`config.mk`:
```
export PLATFORM = sky130hd
export DESIGN_NAME = regbus_master
export DESIGN_NICKNAME = d
export VERILOG_FILES = /design/src/rtl/regbus_master.sv
export SDC_FILE = /design/constraint.sdc
export NUM_CORES = 1
export LEC_CHECK = 0
export CORE_ASPECT_RATIO = 1.1
export CORE_UTILIZATION = 44
export CTS_CLUSTER_DIAMETER = 200
export DETAILED_ROUTE_END_ITERATION = 16
export GPL_TIMING_DRIVEN = 0
export MAX_ROUTING_LAYER = met4
export PLACE_DENSITY = 0.79
export REMOVE_ABC_BUFFERS = 1
export SYNTH_ARGS = -nofsm -noshare
export SYNTH_HDL_FRONTEND = slang
export SYNTH_SLANG_ARGS = --single-unit
export TNS_END_PERCENT = 100
```
`constraint.sdc`:
```
create_clock -name clk -period 2.4 [get_ports clk]
set_input_delay 0.48 -clock clk [delete_from_list [all_inputs] [get_ports clk]]
set_output_delay 0.48 -clock clk [all_outputs]
set_load 0.05 [all_outputs]
```
`src/rtl/regbus_master.sv`:
```
// regbus_master: turns host read/write burst commands into one-access-per-cycle register bus traffic.
// Define REGBUS_MASTER_RANGE_CHECK_EN to reject bursts that run past TOTAL_REGS.
module regbus_master #(
  parameter int DATA_WIDTH = 16,
  parameter int TOTAL_REGS = 63,
  parameter int ADDR_WIDTH = $clog2(TOTAL_REGS),
  parameter int LEN_WIDTH  = 6
) (
  input  logic                  clk,
  input  logic                  rst,
  input  logic                  cmd_valid,
  output logic                  cmd_ready,
  input  logic                  cmd_write,
  input  logic [ADDR_WIDTH-1:0] cmd_addr,
  input  logic [LEN_WIDTH-1:0]  cmd_len,
  input  logic                  wr_valid,
  output logic                  wr_ready,
  input  logic [DATA_WIDTH-1:0] wr_data,
  output logic                  rd_valid,
  input  logic                  rd_ready,
  output logic [DATA_WIDTH-1:0] rd_data,
  output logic                  rd_last,
  output logic                  busy,
  output logic                  err,
  output logic [ADDR_WIDTH-1:0] bus_addr,
  output logic                  bus_write_en,
  output logic [DATA_WIDTH-1:0] bus_wdata,
  input  logic [DATA_WIDTH-1:0] bus_rdata
);

  typedef enum logic [1:0] {
    IDLE,
    WRITE,
    READ,
    DONE
  } state_t;

  state_t state_q, state_d;

  logic [ADDR_WIDTH-1:0] ptr_q;
  logic [LEN_WIDTH-1:0]  cnt_q;
  logic accept;
  logic reject;
  logic wr_beat;
  logic rd_cap;
  logic rd_pop;
  logic last;

  assign cmd_ready = (state_q == IDLE) && !rst;
  assign wr_ready  = (state_q == WRITE) && !rst;
  assign busy      = (state_q != IDLE);
  assign accept    = cmd_valid && cmd_ready;
  assign wr_beat   = wr_valid && wr_ready;
  assign rd_pop    = rd_valid && rd_ready;
  assign rd_cap    = (state_q == READ) && (!rd_valid || rd_ready);
  assign last      = (cnt_q == '0);

`ifdef REGBUS_MASTER_RANGE_CHECK_EN
  localparam int SUM_W = ADDR_WIDTH + LEN_WIDTH + 1;

  logic [SUM_W-1:0] end_addr;

  assign end_addr = SUM_W'(cmd_addr) + SUM_W'(cmd_len);
  assign reject   = (end_addr >= SUM_W'(TOTAL_REGS));
`else
  assign reject = 1'b0;
`endif

  always_ff @(posedge clk) begin
    if (rst) begin
      state_q <= IDLE;
    end else begin
      state_q <= state_d;
    end
  end

  always_comb begin
    state_d = state_q;
    unique case (state_q)
      IDLE: begin
        if (accept) begin
          if (reject) begin
            state_d = DONE;
          end else if (cmd_write) begin
            state_d = WRITE;
          end else begin
            state_d = READ;
          end
        end
      end
      WRITE: begin
        if (wr_beat && last) state_d = DONE;
      end
      READ: begin
        if (rd_cap && last) state_d = DONE;
      end
      DONE: begin
        if (!rd_valid || rd_ready) state_d = IDLE;
      end
      default: state_d = IDLE;
    endcase
  end

  // bus_addr always holds the address whose rdata the next capture takes
  always_ff @(posedge clk) begin
    if (rst) begin
      ptr_q        <= '0;
      cnt_q        <= '0;
      rd_valid     <= 1'b0;
      rd_data      <= '0;
      rd_last      <= 1'b0;
      err          <= 1'b0;
      bus_addr     <= '0;
      bus_write_en <= 1'b0;
      bus_wdata    <= '0;
    end else begin
      bus_write_en <= 1'b0;
      err          <= 1'b0;
      if (rd_pop) begin
        rd_valid <= 1'b0;
        rd_last  <= 1'b0;
      end
      if (accept) begin
        ptr_q <= cmd_addr;
        cnt_q <= cmd_len;
        err   <= reject;
        if (!reject && !cmd_write) bus_addr <= cmd_addr;
      end
      if (wr_beat) begin
        bus_write_en <= 1'b1;
        bus_addr     <= ptr_q;
        bus_wdata    <= wr_data;
        ptr_q        <= ptr_q + 1'b1;
        cnt_q        <= cnt_q - 1'b1;
      end
      if (rd_cap) begin
        rd_data  <= bus_rdata;
        rd_valid <= 1'b1;
        rd_last  <= last;
        cnt_q    <= cnt_q - 1'b1;
        if (!last) begin
          ptr_q    <= ptr_q + 1'b1;
          bus_addr <= ptr_q + 1'b1;
        end
      end
    end
  end

endmodule

```
==> results of run 1 <==
logic make-up after synthesis:
logic type / Yosys count
muxes: 9
adders and majority gates: 7
buffers and inverters: 25
AOI/OAI and AO/OA: 60
DFF: 55
other: 1
xor gates and xnor gates: 3
and+or+nand+nor: 152
registers in the layout, indices dropped and copies added (netlist names):
register      flops
rd_last           1
bus_write_en      1
bus_wdata        16
state_q           2
rd_data          16
ptr_q             6
cnt_q             6
bus_addr          6
rd_valid          1
placed cells by master (no fill, tap or decap), types with 4 or more instances in the layout:
cell and instances:
a211oi_1 8, a21oi_1 30, a311oi_1 6, clkbuf_8 6
clkdlybuf4s50_1 89, dfxtp_1 55, ha_1 7, inv_1 6
mux2i_1 6, nand2_1 80, nand3b_1 16, nor2_1 28
nor2b_1 4, nor3_1 6
cell type report:
class / count / share of cell area [%]
multi-input combinational: 232 / 37.0
sequential: 55 / 30.2
timing repair buffer: 95 / 26.1
tap: 75 / 2.57
clock buffer: 6 / 2.26
clock inverter: 2 / 0.961
inverter: 8 / 0.892
where the power goes:
group | internal, mW | leakage [nW] | switching, mW
logic | 0.792 | 0.895 | 1.35
clock network | 0.338 | 0.0612 | 0.305
registers | 1.14 | 0.449 | 0.190
metal layers:
layer  GRT usage (%)  up-vias
met5               -        -
met4            6.79        0
met3            5.64        8
met2            36.1       80
met1            25.7     1098
li1                -     1229
critical path: cells and delay by family (launching register included):
kind	cells	cell delay [ns]
adder cells (fa/ha/maj)	1	0.24
flip-flops	1	0.42
buffers and inverters	3	0.76
through the flow:
step / cell area [um2] / power [mW]
after floorplan: 2460 / 2.84
after global placement: 3490 / 3.43
after detailed placement: 3520 / 3.47
after CTS: 3640 / 4.13
after global routing: 3650 / 4.38
final: 3650 / 4.12
worst max-delay path by stage:
stage / start / end / slack, ns / depth (start not counted)
6_report: state_q[0] / busy / 0.19 / 4
5_1_grt: state_q[0] / bus_addr[3] / 0.04 / 7
4_1_cts: state_q[1] / state_q[1] / 0.06 / 8
3_5_place_dp: rst / ptr_q[5] / -0.35 / 7
3_3_place_gp: rst / bus_addr[3] / -2.19 / 5
2_1_floorplan: state_q[0] / bus_addr[3] / 0.12 / 6
timing repair:
action                                 4_1_cts  5_1_grt
setup endpoints to repair                    5        6
endpoints found under the hold margin        0        0
resized for setup                            5        3
==> metrics.txt, run 1 <==
area leader, netlist dfxtp_1; result of the run finished, final reports clean; post-synthesis instance area 2540 um2; Initial DRC Count 99; Yosys Warn Count 0; hold_buf cts 0; total of fill cells in the finished design roughly 470; leading post-synthesis cells by cell area dfxtp_1 43%, nand2_1 12%, a21oi_1 5.9%, nand3b_1 4.7%, nor2_1 4.1%; slowest stage cell, crit path dlygate4sd2_1; xor and xnor fraction of the mapped netlist area 1.03%; insertion delay of the later-clocked pin in the worst-skew pair 0.31 ns; Synth top area share 43.3%; total vias in the final route around 2400; critical path capture point type primary output; first-pass GRT wire length around 9.9 mm; clock edge transition at the registers on the reported setup and hold paths approximately 0.10 ns; Port Buffers 93; number of diodes added for antenna fixing 0; Cells after Synth ~310; FF-to-FF End state_q[1]; total congestion overflow 0; compound-cell area share of the yosys netlist 15.5%; critical path class flop to primary output; Mean Syn Cell Area 8.15 um2; total power divided by cell area 1130 nW/um2; met3 WL post-DR 411 um; placed wire-length estimate 4.27 mm; share of the clock period used by the worst path after layout 92.1%; root buffer selected by CTS clkbuf_8; ys flop type dfxtp_1; kind of path behind the tightest hold check flop to flop; capture endpoint of the worst hold path rd_data[11]; number of enable-type register cells in the synthesized netlist 0; worst hold path cell count 2; simple-gate portion of the synthesized area 28.6%; Routed Antenna Nets 0; Cell Rows 28; number of flip-flops and latches in the synthesized netlist 55; effective utilization at floorplan 46.5%; maximum count of clock buffers along a single path 2; Worst Hold Margin 0.459 ns; Routed WL 6.15 mm; peak ir drop on the vdd network 0.564 mV; core region area 5470 um2; proportion of synthesized chip area in sequential cells 43.3%; Slowest Stage Delay on Critical Path 0.54 ns; Post-CTS Repair Setup Buffers 0; mux share of post-synthesis cell area between 3 and 4%; instance count after placement with tap cells included about 470; transition time of the tightest slew-check pin between 1 and 1.5 ns; met1 layer wirelength in the final routing around 2.7 mm; largest net degree at the start of global routing 34; RSZ-0062 raised after global routing no; proportion of layout cells with a drive suffix above 1 6.28%; most frequent cell after synthesis nand2_1; Slew Limit Fails 0; Max Fclk 0.452 GHz; Rel. slew slack 26.4%; final core utilization 66.7%; Critical R2R Launch state_q[1]; area occupied by multi-input gates 1350 um2; chain of cells forming the critical path inv_1 -> ha_1 -> inv_1 -> dlygate4sd2_1; pre-CTS worst setup slack -0.348 ns; total global routing track utilization a little over a fifth; wire per inst 13.0 um; critical path required time 1.92 ns; gp weighted congestion 0.787; number of max-capacitance violations reported 0; worst reg2reg setup slack 0.21 ns; clock buffer count from CTS 5; post-route insts no fill 473; final count of negative-setup-slack endpoints 0; cell mode on critical path inv_1; first drt pass iteration count 5; DRC violations left 0; reported leakage power 1.40 nW; clock net sink count 55; combinational family with the most area after synthesis simple AND/OR/NAND/NOR gates; total negative setup slack 0 ns; Async SR Flop Fraction 0%; final critical delay including setup and external delays 2.21 ns; number of global-route vias before repair 2209; die width 74.5 um; top cells by count, synth 80 x nand2_1, 55 x dfxtp_1, 30 x a21oi_1; final hold viol count 0; vias per cell slightly above 5; maximum level of the CTS H-tree 2; uppermost routed layer met4; floorplan die area 6090 um2; Synth cell types 47; kind of start point of the critical path flop; Sequential cell area 1100 um2; height of the chip 81.7 um; antenna violations before repair 0; crit path max fanout 4; Crit path arrival time 1.73 ns; Net count, final 454; routed length on met2 2.91 mm; hold path startpoint rd_data[11]; cell count of the worst reg-to-reg path 8; count of boundary I/O pins between 90 and 100; final worst-path setup slack ~0.19 ns; clock tree from TritonCTS yes; relative area change from synthesis to final layout 43.5%; worst-case clock skew 0.00436 ns; adder-cell area share of the yosys netlist approximately 3.4%
(Power assumes the default switching activity.)
==> inputs of run 2 (changes only) <==
--- a/config.mk
+++ b/config.mk
@@ -5,7 +5,7 @@
 export SDC_FILE = /design/constraint.sdc
 export NUM_CORES = 1
 export LEC_CHECK = 0
-export CORE_ASPECT_RATIO = 1.1
+export CORE_ASPECT_RATIO = 1.25
 export CORE_UTILIZATION = 44
 export CTS_CLUSTER_DIAMETER = 200
 export DETAILED_ROUTE_END_ITERATION = 16
==> run 2 against run 1 <==
Effect of this change: clock-buffer cell count decreased by 1; flip-flop and latch count stayed put; largest power group unchanged; sequential share of layout area grew 0.39 points.
==> metrics.txt, run 2 (synthesis results as in run 1) <==
Post-CTS Repair Setup Buffers 0; critical path capture point type flop; largest net degree at the start of global routing 38; crit path max fanout 14; worst hold path cell count 2; total stage count of the critical path 7; critical path required time 2.64 ns; clock net sink count 55; Power Internal 2.13 mW; Crit path max-delay family simple AND/OR/NAND/NOR gates; DRC violations left 0; effective utilization at floorplan 46.4%; Largest regs bus_wdata (16), rd_data (16); kind of start point of the critical path flop; power dissipated by switching net loads about 1.9 mW; slowest stage cell, crit path a211oi_4; first-pass GRT wire length 10.5 mm; maximum count of clock buffers along a single path 2; core region area 5480 um2; count of boundary I/O pins 95; number of max-capacitance violations reported 0; clock tree from TritonCTS yes; height of the chip 87.0 um; Routed Antenna Nets 0; instance count after placement with tap cells included 454; chain of cells forming the critical path inv_1 -> ha_1 -> nor3b_2 -> a211oi_4 -> nor2_4 -> or3b_1 -> a21oi_1; Net count, final 454; final critical delay including setup and external delays 2.23 ns; vias per cell around 5.3; hold_buf cts 0; antenna violations before repair 0; RSZ-0062 raised after global routing no; wire per inst ~14 um; Cell Rows 30; Routed WL 6.33 mm; worst-case clock skew 0.00641 ns; maximum level of the CTS H-tree 2; cell count of the worst reg-to-reg path 7; share of the clock period used by the worst path after layout approximately 93%; number of diodes added for antenna fixing 0; root buffer selected by CTS clkbuf_8; floorplan die area 6090 um2; most used cells in the layout excluding fill and tap cells 89 x clkdlybuf4s50_1, 80 x nand2_1, 55 x dfxtp_1; total congestion overflow 0; total power divided by cell area 1110 nW/um2; leading cell type in the layout, fill and taps excluded clkdlybuf4s50_1; total global routing track utilization 22.0%; Rel. slew slack 53.6%; gp weighted congestion 0.827; final count of negative-setup-slack endpoints 0; first drt pass iteration count 4; total vias in the final route 2436; placed wire-length estimate 4.57 mm; clock power share 12.6%; part of the power in registers 33.3%; relative area change from synthesis to final layout 41.6%; Slew Limit Fails 0; final core utilization roughly 66%; post-route insts no fill 461; transition time of the tightest slew-check pin 0.695 ns; result of the run finished, final reports clean; critical path class flop to flop; sw frac 46.5%; insertion delay of the later-clocked pin in the worst-skew pair 0.31 ns; kind of path behind the tightest hold check flop to flop; sum of buffers and inverters on the critical path 1; portion of total power attributed to combinational logic 54.1%; clock edge transition at the registers on the reported setup and hold paths approximately 0.10 ns; Port Buffers 93; Initial DRC Count a little over 100; proportion of layout cells with a drive suffix above 1 6.30%; Max Fclk 0.448 GHz; Slowest Stage Delay on Critical Path 0.56 ns; final hold viol count 0; Crit path arrival time 2.47 ns; die width 70.0 um; clock buffer count from CTS 5; number of global-route vias before repair 2359; peak ir drop on the vdd network ~0.58 mV; reported leakage power 1.39 nW; worst reg2reg setup slack roughly 0.17 ns
-- run 2: final cells by class --
cell class | instances | area [um2]
well taps | 64 | 80.1
clock buffers | 5 | 68.8
flip-flops and latches | 55 | 1100
inverters | 8 | 35.0
clock inverters | 2 | 13.8
multi-input cells | 232 | 1350
fillers | 504 | 1880
repair buffers | 95 | 950
-- run 2: what timing repair did --
action                                  4_1_cts  5_1_grt
pin swaps                                     0        1
gates resized for setup                       5        4
endpoints found under the setup margin        6        5
-- run 2: layer usage --
| layer | global-route usage, % | vias to the layer above | routed length, um |
|---|---|---|---|
| met5 | - | - | 0 |
| met2 | 38.5 | 83 | 3240 |
| met4 | 9.27 | 0 | 146 |
| met3 | 4.17 | 11 | 370 |
| met1 | 24.6 | 1119 | 2570 |
| li1 | - | 1223 | - |
-- run 2: worst register-to-register path: stages, from the launching register on --
cell      delay, ns
dfxtp_1        0.39
inv_1          0.06
ha_1           0.23
nor3b_2        0.21
a211oi_4       0.56
nor2_4         0.17
or3b_1         0.42
a21oi_1        0.13
-- run 2: path summary, 6_finish.rpt --
path,start,to
max,cnt_q[0],bus_addr[3]
min reg2reg,rd_data[8],rd_data[8]
max reg2reg,cnt_q[0],bus_addr[3]
min,rd_data[8],rd_data[8]
-- run 2: through the flow --
step	hold WS [ns]	TNS (ns)	power, mW	cell area (um2)	setup slack (ns)
3_3_place_gp	0.442	-62.55	3.43	3470	-2.18
4_1_cts	0.462	0	4.01	3590	0.0983
2_1_floorplan	0.457	0	2.84	2460	0.123
3_5_place_dp	0.447	-2.78	3.50	3500	-0.351
5_1_grt	0.473	0	4.27	3600	0.0139
6_report	0.459	0	3.99	3600	0.170
-- run 2: power by group through the flow --
stage               logic, mW  registers (mW)  clock network, mW
floorplan                1.09            1.74                  0
global placement         2.09            1.34                  0
detailed placement       2.15            1.35                  0
CTS                      2.17            1.33              0.518
global route             2.35            1.37              0.552
finish                   2.16            1.33              0.501
